$ cat src/rtl/struct_record_unpacker_pkg.sv
// Shared widths and FSM state type for the struct record unpacker.
package struct_record_pkg;

  localparam int unsigned ELEM_W   = 8;
  localparam int unsigned FILLER_W = 16;

  typedef enum logic [1:0] {
    IDLE   = 2'd0,
    EMIT_A = 2'd1,
    EMIT_B = 2'd2
  } unpack_state_t;

endpackage

$ cat src/rtl/struct_record_unpacker_if.sv
// Record-in / byte-out handshake bundle for the struct record unpacker.
// Carries out_parity only when STRUCT_UNPACK_PARITY_EN is defined.
interface struct_record_unpacker_if
  import struct_record_pkg::*;
#(
  parameter int unsigned NUM_ELEMS = 6,
  localparam int unsigned REC_W    = NUM_ELEMS * ELEM_W + FILLER_W,
  localparam int unsigned IDX_W    = $clog2(NUM_ELEMS + 2)
) ();

  logic              in_valid;
  logic              in_ready;
  logic [REC_W-1:0]  in_data;
  logic              out_valid;
  logic              out_ready;
  logic [ELEM_W-1:0] out_data;
  logic [IDX_W-1:0]  out_idx;
  logic              out_last;
`ifdef STRUCT_UNPACK_PARITY_EN
  logic              out_parity;
`endif

  // Record source / byte sink side
  modport master (
    output in_valid, in_data, out_ready,
    input  in_ready, out_valid, out_data, out_idx, out_last
`ifdef STRUCT_UNPACK_PARITY_EN
    , input out_parity
`endif
  );

  // Unpacker side
  modport slave (
    input  in_valid, in_data, out_ready,
    output in_ready, out_valid, out_data, out_idx, out_last
`ifdef STRUCT_UNPACK_PARITY_EN
    , output out_parity
`endif
  );

endinterface

$ cat src/rtl/struct_record_unpacker_elem_mux.sv
// Combinational byte select from a packed record by beat index and order.
module struct_elem_mux
  import struct_record_pkg::*;
#(
  parameter int unsigned NUM_ELEMS = 6,
  parameter int unsigned ASCENDING = 0,
  localparam int unsigned REC_W    = NUM_ELEMS * ELEM_W + FILLER_W,
  localparam int unsigned IDX_W    = $clog2(NUM_ELEMS + 2),
  localparam int unsigned SEL_W    = $clog2(NUM_ELEMS)
) (
  input  logic [REC_W-1:0]  rec,
  input  logic [IDX_W-1:0]  idx,
  output logic [ELEM_W-1:0] data_c
);

  typedef struct packed {
    logic [NUM_ELEMS-1:0][ELEM_W-1:0] a;
    logic [FILLER_W-1:0]              b;
  } record_t;

  record_t          r;
  logic [SEL_W-1:0] elem;

  assign r = record_t'(rec);

  // Beats 0..NUM_ELEMS-1 walk field a; the last two beats are b high then low
  always_comb begin
    data_c = '0;
    elem   = '0;
    if (idx < IDX_W'(NUM_ELEMS)) begin
      if (ASCENDING != 0) elem = SEL_W'(idx);
      else                elem = SEL_W'(IDX_W'(NUM_ELEMS - 1) - idx);
      data_c = r.a[elem];
    end else if (idx == IDX_W'(NUM_ELEMS)) begin
      data_c = r.b[FILLER_W-1 -: ELEM_W];
    end else begin
      data_c = r.b[ELEM_W-1:0];
    end
  end

endmodule

$ cat src/rtl/struct_record_unpacker.sv
// Captures a whole packed record and streams it out one byte per beat.
// Optional out_parity output enabled by STRUCT_UNPACK_PARITY_EN.
module struct_record_unpacker
  import struct_record_pkg::*;
#(
  parameter int unsigned NUM_ELEMS = 6,
  parameter int unsigned ASCENDING = 0,
  localparam int unsigned REC_W    = NUM_ELEMS * ELEM_W + FILLER_W,
  localparam int unsigned IDX_W    = $clog2(NUM_ELEMS + 2)
) (
  input logic                    clk,
  input logic                    rst_n,
  struct_record_unpacker_if.slave bus
);

  localparam logic [IDX_W-1:0] LAST_IDX  = IDX_W'(NUM_ELEMS + 1);
  localparam logic [IDX_W-1:0] FIRST_B   = IDX_W'(NUM_ELEMS);

  unpack_state_t     state;
  logic [REC_W-1:0]  rec_q;
  logic [REC_W-1:0]  mux_src;
  logic [IDX_W-1:0]  mux_idx;
  logic [IDX_W-1:0]  next_idx;
  logic [ELEM_W-1:0] mux_byte_c;

  assign next_idx = IDX_W'(bus.out_idx + IDX_W'(1));

  // In IDLE the first beat is taken straight from in_data so it is ready one cycle after capture
  always_comb begin
    mux_src = rec_q;
    mux_idx = next_idx;
    if (state == IDLE) begin
      mux_src = bus.in_data;
      mux_idx = '0;
    end
  end

  struct_elem_mux #(
    .NUM_ELEMS (NUM_ELEMS),
    .ASCENDING (ASCENDING)
  ) u_elem_mux (
    .rec    (mux_src),
    .idx    (mux_idx),
    .data_c (mux_byte_c)
  );

  // Capture / emit FSM with all handshake and beat outputs registered
  always_ff @(posedge clk or negedge rst_n) begin
    if (!rst_n) begin
      state         <= IDLE;
      rec_q         <= '0;
      bus.in_ready  <= 1'b1;
      bus.out_valid <= 1'b0;
      bus.out_data  <= '0;
      bus.out_idx   <= '0;
      bus.out_last  <= 1'b0;
`ifdef STRUCT_UNPACK_PARITY_EN
      bus.out_parity <= 1'b0;
`endif
    end else begin
      case (state)
        IDLE: begin
          if (bus.in_valid) begin
            state         <= EMIT_A;
            rec_q         <= bus.in_data;
            bus.in_ready  <= 1'b0;
            bus.out_valid <= 1'b1;
            bus.out_data  <= mux_byte_c;
            bus.out_idx   <= '0;
            bus.out_last  <= 1'b0;
`ifdef STRUCT_UNPACK_PARITY_EN
            bus.out_parity <= ^mux_byte_c;
`endif
          end
        end
        EMIT_A, EMIT_B: begin
          if (bus.out_ready) begin
            if (bus.out_idx == LAST_IDX) begin
              state         <= IDLE;
              bus.in_ready  <= 1'b1;
              bus.out_valid <= 1'b0;
              bus.out_idx   <= '0;
              bus.out_last  <= 1'b0;
            end else begin
              state        <= (next_idx >= FIRST_B) ? EMIT_B : EMIT_A;
              bus.out_data <= mux_byte_c;
              bus.out_idx  <= next_idx;
              bus.out_last <= (next_idx == LAST_IDX);
`ifdef STRUCT_UNPACK_PARITY_EN
              bus.out_parity <= ^mux_byte_c;
`endif
            end
          end
        end
        default: begin
          state         <= IDLE;
          bus.in_ready  <= 1'b1;
          bus.out_valid <= 1'b0;
        end
      endcase
    end
  end

endmodule

$ cat src/flat_wrapper.sv
// flat-port wrapper written by rule: the top's interface ports become plain ports
module struct_record_unpacker_flat import struct_record_pkg::*;
#(
  parameter int unsigned NUM_ELEMS = 6,
  parameter int unsigned ASCENDING = 0,
  localparam int unsigned REC_W    = NUM_ELEMS * ELEM_W + FILLER_W,
  localparam int unsigned IDX_W    = $clog2(NUM_ELEMS + 2)
)
  (clk, rst_n, bus_in_valid, bus_in_data, bus_out_ready, bus_in_ready, bus_out_valid, bus_out_data, bus_out_idx, bus_out_last);
  struct_record_unpacker_if #(.NUM_ELEMS(NUM_ELEMS)) bus_i ();
  input logic clk;
  input logic rst_n;
  input wire logic [$bits(bus_i.in_valid)-1:0] bus_in_valid;
  input wire logic [$bits(bus_i.in_data)-1:0] bus_in_data;
  input wire logic [$bits(bus_i.out_ready)-1:0] bus_out_ready;
  output wire logic [$bits(bus_i.in_ready)-1:0] bus_in_ready;
  output wire logic [$bits(bus_i.out_valid)-1:0] bus_out_valid;
  output wire logic [$bits(bus_i.out_data)-1:0] bus_out_data;
  output wire logic [$bits(bus_i.out_idx)-1:0] bus_out_idx;
  output wire logic [$bits(bus_i.out_last)-1:0] bus_out_last;
  assign bus_i.in_valid = bus_in_valid;
  assign bus_i.in_data = bus_in_data;
  assign bus_i.out_ready = bus_out_ready;
  assign bus_in_ready = bus_i.in_ready;
  assign bus_out_valid = bus_i.out_valid;
  assign bus_out_data = bus_i.out_data;
  assign bus_out_idx = bus_i.out_idx;
  assign bus_out_last = bus_i.out_last;
  struct_record_unpacker #(.NUM_ELEMS(NUM_ELEMS), .ASCENDING(ASCENDING)) u_core (.clk(clk), .rst_n(rst_n), .bus(bus_i));
endmodule
$ cat config.mk
export PLATFORM = sky130hd
export DESIGN_NAME = struct_record_unpacker_flat
export DESIGN_NICKNAME = d
export VERILOG_FILES = /design/src/rtl/struct_record_unpacker_pkg.sv /design/src/rtl/struct_record_unpacker_if.sv /design/src/rtl/struct_record_unpacker_elem_mux.sv /design/src/rtl/struct_record_unpacker.sv /design/src/flat_wrapper.sv
export SDC_FILE = /design/constraint.sdc
export NUM_CORES = 1
export LEC_CHECK = 0
export CORE_UTILIZATION = 40
export DETAILED_ROUTE_END_ITERATION = 7
export GPL_TIMING_DRIVEN = 1
export PLACE_DENSITY = 0.7
export SLEW_MARGIN = 20
export SYNTH_ARGS = -nofsm -noshare
export SYNTH_HDL_FRONTEND = slang
export SYNTH_SLANG_ARGS = --single-unit
$ cat constraint.sdc
create_clock -name clk -period 3.7 [get_ports clk]
set_input_delay 0.74 -clock clk [delete_from_list [all_inputs] [get_ports clk]]
set_output_delay 0.74 -clock clk [all_outputs]
set_load 0.02 [all_outputs]
==> run_results.csv <==
group,metric,value,unit
critical_path,path_cells,"inv_1, ha_1, buf_4, nor2_1, ha_1, mux2_2, a221oi_1, o221ai_1",
critical_path,critPathLaunchType,"flip-flop",
sta,setup_viol,0,
place,dp_slack,743,ps
critical_path,crit_top_cell,"ha_1",
cells_and_area,final_layout_size_suffix_gt1_share,28.4,%
grt,grt_pass1_vias,2745,
clocking,clk_pin_slew_worst_paths,80,ps
logic_synthesis,synth_edf_count,0,
die,die_width,102,um
route,final_antenna_net_count,0,
route,via_per_inst,5.13,
route,drt-total-wl,8560,um
logic_synthesis,synth_area_leaders,"dfrtp_1 (50%), mux2_2 (20%), mux2i_1 (5.0%)",
critical_path,ff2ff_path_depth,8,
logic_synthesis,synth_seq_cells,80,
critical_path,criticalPathCategory,"reg2reg",
sta,fin_ws,721,ps
grt,grtUsageMet1,23.5,%
critical_path,worst_ep_required_time,3920,ps
sta,max_freq,336,MHz
clocking,cts_tree,"done",
sta,whs,413,ps
power,p_leak,2.16,nW
critical_path,cp_slowest_cell,"dfrtp_1",
sta,tns,0,ps
die,initial_core_util,41.0,%
sta,slew_viol_final,0,
clocking,cts_buffers,9,
grt,grt_util_all_layers,17.6,%
sta,worst_pin_slew,737,ps
route,drcViolationCount,0,
logic_synthesis,synthCells,301,
logic_synthesis,yosysWarningCount,0,
clocking,cts_sinks,80,
worst_hold_path,hold_path.class,"in2async",
cells_and_area,fin_nets,454,
route,first_pass_iters,4,
die,die-area,10400,um^2
clocking,ctsRootBufferMaster,"clkbuf_8",
place,hpwl,6080,um
critical_path,reg2reg_slack,720,ps
clocking,ctsResizeCount,0,
critical_path,max_stage_delay,620,ps
sta,rsz0062_at_grt,"false",
cells_and_area,syn_to_final_growth,27.3,%
logic_synthesis,netlist_area,3990,um^2
sta,hold_viol_final,0,
critical_path,crit_fanout,17,
critical_path,worstPathArrival,3200,ps
die,rows,36,
die,io_pins,82,
logic_synthesis,async_flop_share,100,%
cells_and_area,diodes,0,
grt,grt.overflow.total,0,
logic_synthesis,synth_cell_types,38,
power,ir_drop,0.359,mV
route,drt_iter0_markers,109,
grt,grt_max_degree,81,
clocking,hold_buffers,0,
sta,max_slew_margin,50.9,%
cells_and_area,final_core_util,52.2,%
logic_synthesis,yosys_most_used_dff,"dfrtp_1",
sta,fin_skew,7.21,ps
logic_synthesis,synth_seq_area_share,50.3,%
grt,use_met3,3.97,%
logic_synthesis,yosysTopAreaCellShare,49.6,%
critical_path,cp-end-kind,"flip-flop",
logic_synthesis,yosysTopAreaCell,"dfrtp_1",
critical_path,r2r_end,"u_core.bus.out_data[2]",
die,die_height,102,um
logic_synthesis,synth_fp_nets,376,
grt,met2_usage,27.8,%
route,num_vias,2653,
critical_path,r2r_start,"u_core.bus.out_idx[0]",
sta,period_share,80.5,%
clocking,clk_path_buf_depth,2,
power,p_per_area,946,nW/um^2
place,gp_congestion,0.791,
clocking,h-tree-depth,3,
grt,grt_first_pass_wirelength,13800,um
clocking,clk_latency,350,ps
place,io_buffers,81,
job,maxCapViolations,0,
die,core-area,9730,um^2
sta,fin_crit,2980,ps
grt,antenna_found_initial,0,
grt,busiest_layer,"met2",
run_status,status,"complete, no violations",
logic_synthesis,syn_avg_cell_area,13.2,um^2
route,wl_per_cell,16.6,um
clocking,cts_setup_buffers,0,
## per-layer routing
layer | vias to the layer above | share of wire [%]
met3 | 10 | 5.0
met5 | - | 0
met1 | 1307 | 47
met2 | 69 | 46
li1 | 1267 | -
met4 | 0 | 1.7
## worst max-delay path, delay by kind of cell (launching register included)
| family | cells | cell delay (ps) |
|---|---|---|
| multiplexers | 1 | 390 |
| flip-flops | 1 | 620 |
| AND/OR/NAND/NOR | 1 | 90 |
| adder cells (fa/ha/maj) | 2 | 890 |
| buffers and inverters | 2 | 360 |
| AO/OA/AOI/OAI | 2 | 500 |
## placed cells by master (no fill, tap or decap), types with 4 or more instances in the layout
cell,count
clkdlybuf4s50_1,80
nand2_1,14
a221oi_1,8
mux2i_1,20
nor2_1,10
mux2_2,72
a211o_1,4
dfrtp_1,79
o21ai_0,9
o22ai_1,4
o221ai_1,4
a21oi_1,12
mux2_4,5
ha_1,7
clkbuf_8,11
inv_1,6
## final cells by class
cell class / count / area [um^2]
fill: 873 / 4650
sequential: 80 / 2000
multi-input combinational: 197 / 1820
timing repair buffer: 85 / 855
tap: 133 / 166
clock buffer: 11 / 151
clock inverter: 5 / 53.8
inverter: 6 / 22.5
## how the worst max path moves through the flow
| stage | startpoint | to | slack [ps] |
|---|---|---|---|
| after floorplan | u_core.bus.out_idx[0] | u_core.bus.out_data[4] | 720 |
| after global placement | u_core.bus.out_idx[0] | u_core.bus.out_data[4] | 890 |
| after detailed placement | u_core.bus.out_idx[0] | u_core.bus.out_data[2] | 740 |
| after CTS | u_core.bus.out_idx[0] | u_core.bus.out_data[2] | 740 |
| after global routing | u_core.bus.out_idx[0] | u_core.bus.out_data[2] | 530 |
| final | u_core.bus.out_idx[0] | u_core.bus.out_data[2] | 720 |
## metrics by stage
step           cells  area (um^2)  total power (W)
6_report         517         5070          0.00480
3_5_place_dp     501         4870          0.00415
2_1_floorplan    301         3990          0.00356
5_1_grt          517         5070          0.00514
4_1_cts          517         5070          0.00483
3_3_place_gp     501         4870          0.00406
## cell usage after synthesis (3+ instances only)
cell	instances
buf_2	9
nand2b_1	3
nor2b_1	3
dfrtp_1	79
o221ai_1	4
mux2i_1	20
nand2_1	14
ha_1	7
mux2_4	5
inv_1	6
o21ai_0	9
a211o_1	4
a221oi_1	8
o22ai_1	4
mux2_2	72
buf_6	5
nor2_1	10
a21oi_1	12
## sequential cells by signal, summed over array words and instances, names as in the netlist
signal                cells
u_core.bus.in_ready       1
u_core.bus.out_data       8
u_core.bus.out_idx        3
u_core.bus.out_last       1
u_core.bus.out_valid      1
u_core.rec_q             64
u_core.state              2
## power by group
part	internal [W]	switching, W	leakage, nW
clock	0.000348	0.000311	0.109
combinational	0.00134	0.00122	1.10
sequential	0.00133	0.000251	0.947
## cell families (layout without fill, tap and decap cells)
logic type,after synthesis,after routing,synth area share (%)
muxes,101,101,29.7
adders and majority gates,7,7,2.20
AOI/OAI and AO/OA,50,50,8.85
and+or+nand+nor,39,39,4.99
DFF,80,80,50.3
buffers and inverters,24,107,3.99
Note: power is estimated with default switching activity, not from simulation.
